**src/rtl/hvac_actuator_ctrl_if.sv**
```systemverilog
// Demand inputs and actuator outputs between the air-con controller and the actuator stage.
interface hvac_actuator_ctrl_if;
    logic       heating;
    logic       cooling;
    logic       heater_on;
    logic       cooler_on;
    logic       fan_on;
    logic [1:0] mode;
    logic       fault;

    modport master (
        output heating, cooling,
        input  heater_on, cooler_on, fan_on, mode, fault
    );

    modport slave (
        input  heating, cooling,
        output heater_on, cooler_on, fan_on, mode, fault
    );
endinterface

```
**src/rtl/hvac_actuator_ctrl.sv**
```systemverilog
// Heater/compressor/fan sequencer with a minimum run time per mode and a fan-only lockout
// between active modes; both demands high is latched as a fault and treated as no demand.
module hvac_actuator_ctrl #(
    parameter int MIN_ON_CYCLES  = 4,
    parameter int MIN_OFF_CYCLES = 3,
    parameter int CNT_W          = 8
) (
    input  logic               clk,
    input  logic               rst_n,
    hvac_actuator_ctrl_if.slave bus
);

    typedef enum logic [1:0] {
        IDLE    = 2'b00,
        HEAT    = 2'b01,
        COOL    = 2'b10,
        LOCKOUT = 2'b11
    } state_t;

    localparam logic [CNT_W-1:0] ON_LAST  = CNT_W'(MIN_ON_CYCLES - 1);
    localparam logic [CNT_W-1:0] OFF_LAST = CNT_W'(MIN_OFF_CYCLES - 1);
    localparam logic [CNT_W-1:0] CNT_ONE  = CNT_W'(1);

    if (MIN_ON_CYCLES < 1 || MIN_ON_CYCLES > 255) begin : g_bad_on
        $error("hvac_actuator_ctrl: MIN_ON_CYCLES out of range 1..255");
    end
    if (MIN_OFF_CYCLES < 1 || MIN_OFF_CYCLES > 255) begin : g_bad_off
        $error("hvac_actuator_ctrl: MIN_OFF_CYCLES out of range 1..255");
    end

    state_t           state_reg, state_next;
    logic [CNT_W-1:0] cnt_reg, cnt_next;
    logic             fault_reg, fault_next;
    logic             heat_req, cool_req;

    always_ff @(posedge clk or negedge rst_n) begin
        if (!rst_n) begin
            state_reg <= IDLE;
            cnt_reg   <= '0;
            fault_reg <= 1'b0;
        end else begin
            state_reg <= state_next;
            cnt_reg   <= cnt_next;
            fault_reg <= fault_next;
        end
    end

    always_comb begin
        heat_req   = bus.heating & ~bus.cooling;
        cool_req   = bus.cooling & ~bus.heating;
        fault_next = fault_reg | (bus.heating & bus.cooling);
        state_next = state_reg;
        cnt_next   = cnt_reg;
        case (state_reg)
            IDLE: begin
                cnt_next = '0;
                if (heat_req) begin
                    state_next = HEAT;
                end else if (cool_req) begin
                    state_next = COOL;
                end
            end
            HEAT: begin
                // Counter parks at ON_LAST so the exit decision is taken on the first idle edge.
                if (cnt_reg == ON_LAST) begin
                    if (!heat_req) begin
                        state_next = LOCKOUT;
                        cnt_next   = '0;
                    end
                end else begin
                    cnt_next = cnt_reg + CNT_ONE;
                end
            end
            COOL: begin
                if (cnt_reg == ON_LAST) begin
                    if (!cool_req) begin
                        state_next = LOCKOUT;
                        cnt_next   = '0;
                    end
                end else begin
                    cnt_next = cnt_reg + CNT_ONE;
                end
            end
            default: begin
                if (cnt_reg == OFF_LAST) begin
                    cnt_next = '0;
                    if (heat_req) begin
                        state_next = HEAT;
                    end else if (cool_req) begin
                        state_next = COOL;
                    end else begin
                        state_next = IDLE;
                    end
                end else begin
                    cnt_next = cnt_reg + CNT_ONE;
                end
            end
        endcase
    end

    always_comb begin
        bus.heater_on = (state_reg == HEAT);
        bus.cooler_on = (state_reg == COOL);
        bus.fan_on    = (state_reg != IDLE);
        bus.mode      = state_reg;
        bus.fault     = fault_reg;
    end

endmodule

```
**src/flat_wrapper.sv**
```systemverilog
// flat-port wrapper written by rule: the top's interface ports become plain ports
module hvac_actuator_ctrl_flat 
#(
    parameter int MIN_ON_CYCLES  = 4,
    parameter int MIN_OFF_CYCLES = 3,
    parameter int CNT_W          = 8
)
  (clk, rst_n, bus_heating, bus_cooling, bus_heater_on, bus_cooler_on, bus_fan_on, bus_mode, bus_fault);
  hvac_actuator_ctrl_if bus_i ();
  input  logic clk;
  input  logic rst_n;
  input wire logic [$bits(bus_i.heating)-1:0] bus_heating;
  input wire logic [$bits(bus_i.cooling)-1:0] bus_cooling;
  output wire logic [$bits(bus_i.heater_on)-1:0] bus_heater_on;
  output wire logic [$bits(bus_i.cooler_on)-1:0] bus_cooler_on;
  output wire logic [$bits(bus_i.fan_on)-1:0] bus_fan_on;
  output wire logic [$bits(bus_i.mode)-1:0] bus_mode;
  output wire logic [$bits(bus_i.fault)-1:0] bus_fault;
  assign bus_i.heating = bus_heating;
  assign bus_i.cooling = bus_cooling;
  assign bus_heater_on = bus_i.heater_on;
  assign bus_cooler_on = bus_i.cooler_on;
  assign bus_fan_on = bus_i.fan_on;
  assign bus_mode = bus_i.mode;
  assign bus_fault = bus_i.fault;
  hvac_actuator_ctrl #(.MIN_ON_CYCLES(MIN_ON_CYCLES), .MIN_OFF_CYCLES(MIN_OFF_CYCLES), .CNT_W(CNT_W)) u_core (.clk(clk), .rst_n(rst_n), .bus(bus_i));
endmodule
```
**config.mk**
```make
export PLATFORM = sky130hd
export DESIGN_NAME = hvac_actuator_ctrl_flat
export DESIGN_NICKNAME = d
export VERILOG_FILES = /design/src/rtl/hvac_actuator_ctrl_if.sv /design/src/rtl/hvac_actuator_ctrl.sv /design/src/flat_wrapper.sv
export SDC_FILE = /design/constraint.sdc
export NUM_CORES = 1
export LEC_CHECK = 0
export CORE_MARGIN = 5
export CORE_UTILIZATION = 56
export CTS_CLUSTER_SIZE = 40
export DETAILED_ROUTE_END_ITERATION = 10
export PLACE_DENSITY = 0.89
export SETUP_SLACK_MARGIN = 0.5
export SLEW_MARGIN = 30
export SYNTH_ARGS = -nofsm -noshare
export SYNTH_HDL_FRONTEND = slang
export SYNTH_SLANG_ARGS = --single-unit
```
**constraint.sdc**
```tcl
create_clock -name clk -period 2.8 [get_ports clk]
set_input_delay 0.56 -clock clk [delete_from_list [all_inputs] [get_ports clk]]
set_output_delay 0.56 -clock clk [all_outputs]
set_load 0.01 [all_outputs]
```
==> flow_summary.toml <==
[status]
status = "completed"

[route]
final_antenna_net_count = 0
drc = 0
totalWireLength_mm = 1.734
dr.first_iter.drc_count = 20
firstDrtPassIters = 4
vias = 654
wl_per_cell_um = 16.67
vias_per_cell = 6.288

[clock_network]
clock_sinks = 11
clock-root-buffer = "clkbuf_4"
cts_tree = "yes"
numCtsBuffers = 3
clock_path_buffers = 2
clock_latency_ns = 0.28
htreeDepth = 1
clkTransAtPathRegs_ns = 0.06
hold_buffers = 0

[setup_path]
cp-end-kind = "output port"
required_ns = 2.24
reg2reg_from = "u_core.cnt_reg[0]"
crit_path_start_kind = "flop"
critPathKind = "reg2out"
reg2regPathDepth = 5
critPathArrivalTime_ns = 1.59
cp_max_fo = 4
r2r_slack_ns = 0.92
rr_endpoint = "u_core.cnt_reg[2]"

[sta]
clock_skew_ns = 0.009307
setup_tns_ns = 0
setup_viol = 0
rsz0062_at_grt = "false"
fin_ws_ns = 0.6483
maxSlewViolCount = 0
tightest_slew_ns = 0.8174
max_freq_mhz = 464.7
slew_headroom = 0.4514
finalCritPeriodShare = 0.7685
period_needed_ns = 2.152
final_hold_viol_count = 0

[synth]
async_flop_share = 1.000
ys.flop_type = "dfrtp_1"
netlist_area_um2 = 772.0
synth.area.top_cells = "dfrtp_1 36%, ha_1 9.7%, mux2i_1 6.5%"
postSynthAreaPerCell_um2 = 10.03
synth_cell_types = 31
ys_seq_area_frac = 0.3566
ys_ff_latch = 11
synth_edf_count = 0
yosysWarnings = 0
synth_top_area_frac = 0.3566
synth_top_area_cell = "dfrtp_1"
synth.net_count = 87
synth_cells = 77

[power]
internal_power_uw = 519.9
pwr-share-seq = 0.263
power_frac_comb = 0.617
power.switching_uw = 399.4
power.leakage_uw = 0.0004070
power.share.switching = 0.4344
vdd_drop_max_v = 0.0006794
power_density_nw_per_um2 = 1009
pwr-share-clk = 0.119

[floorplan]
num_io_pins = 10
rows = 13
die_w_um = 47.13
start_util = 0.5933
core_um2 = 1301
dieArea_um2 = 2221
die_h_um = 47.13

[final_layout]
final_common_cell = "dfrtp_1"
area_growth_pct = 17.99
drive_gt1_frac = 0.1236
mostFrequentLayoutCells = "11 x dfrtp_1, 9 x clkdlybuf4s50_1, 6 x inv_1"
largest_reg_flops = 8
design_area_um2 = 910.9
n_antenna_cell = 0
fill_cells = 106
final_nets = 100

[place]
dp_slack_ns = 0.5534
io_buffers = 9
gp_congestion = 0.8443
placed_area_um2 = 867.1
detailedPlacementHpwl_mm = 1.261

[global_routing]
grt_pass1_vias = 628
antenna_found_initial = 0
overflow = 0
gr-usage-all-layers = 0.1808
grt_max_degree = 12
grt_pass1_wl_mm = 2.760

[min_path]
hp-start = "u_core.bus.fault"
hold_class = "reg2reg"
min_delay_path_depth = 1
hold_path_end = "u_core.bus.fault"

[run]
maxCapViolations = 0
==> cells by family after synthesis <==
group                      count (synthesis)  synth area share
DFF                                       11            0.3566
and+or+nand+nor                           25            0.2123
buffers and inverters                      9           0.04698
muxes                                      6           0.07942
xor gates and xnor gates                   5           0.05672
adders and majority gates                  6           0.09724
AOI/OAI and AO/OA                         15            0.1507
==> cell type report <==
type                            count  area [um^2]  area share
Sequential cell                    11        275.3      0.3022
Timing Repair Buffer               11        105.1      0.1154
Inverter                            6        22.52     0.02473
Tap cell                           15        18.77     0.02060
Multi-Input combinational cell     57        462.9      0.5082
Clock buffer                        4        26.28     0.02885
==> critical path: stages, from the launching register on <==
cell and delay (ns):
dfrtp_1 0.41, buf_4 0.14, ha_1 0.21, clkdlybuf4s50_1 0.56
==> worst max path at each step <==
| stage | start | to | slack, ns | cells after the start |
|---|---|---|---|---|
| final | u_core.bus.mode[0] | bus_heater_on | 0.65 | 3 |
| after global routing | u_core.bus.mode[0] | bus_fan_on | 0.55 | 4 |
| after CTS | u_core.bus.mode[0] | bus_fan_on | 0.57 | 4 |
| after detailed placement | bus_cooling | u_core.bus.mode[0] | 0.55 | 5 |
| after global placement | bus_cooling | u_core.bus.mode[0] | 0.63 | 5 |
| after floorplan | u_core.bus.mode[0] | u_core.bus.mode[0] | 1.08 | 6 |
==> metal layers <==
| metal | track usage | up-vias | wire [um] |
|---|---|---|---|
| met5 | 0 | - | 0 |
| met3 | 0.06130 | 5 | 99 |
| met2 | 0.2737 | 27 | 878 |
| li1 | - | 312 | - |
| met4 | 0.08287 | 0 | 21 |
| met1 | 0.2328 | 310 | 734 |
==> Yosys cell counts, types with 2 or more instances <==
cell,n
nor3_1,5
a211oi_1,2
dfrtp_1,11
a211oi_2,2
nor2_1,3
and4b_1,2
ha_1,6
nand3_1,5
xor2_1,5
nand2b_1,3
o21ai_0,2
o22ai_1,3
mux2i_1,5
inv_1,6
==> stage by stage <==
step / total power, uW / std cells / util / hold slack, ns
CTS: 881.7 / 102 / 0.6865 / 0.5546
detailed placement: 771.3 / 98 / 0.6663 / 0.5354
finish: 919.3 / 104 / 0.7000 / 0.5462
global route: 986.1 / 104 / 0.7000 / 0.5655
global placement: 749.5 / 98 / 0.6663 / 0.5079
floorplan: 608.3 / 77 / - / 0.2644
==> what timing repair did <==
action / in CTS / in global routing
resized for setup: 0 / 1
endpoints found under the setup margin: 0 / 1
setup buffers: 0 / 2
==> power groups by stage <==
stage / Combinational [uW] / Sequential, uW / Clock [uW]
CTS: 527 / 243 / 112
global placement: 507 / 243 / 0
detailed placement: 525 / 246 / 0
floorplan: 367 / 241 / 0
global route: 616 / 250 / 120
finish: 567 / 242 / 110
(Power assumes the default switching activity.)
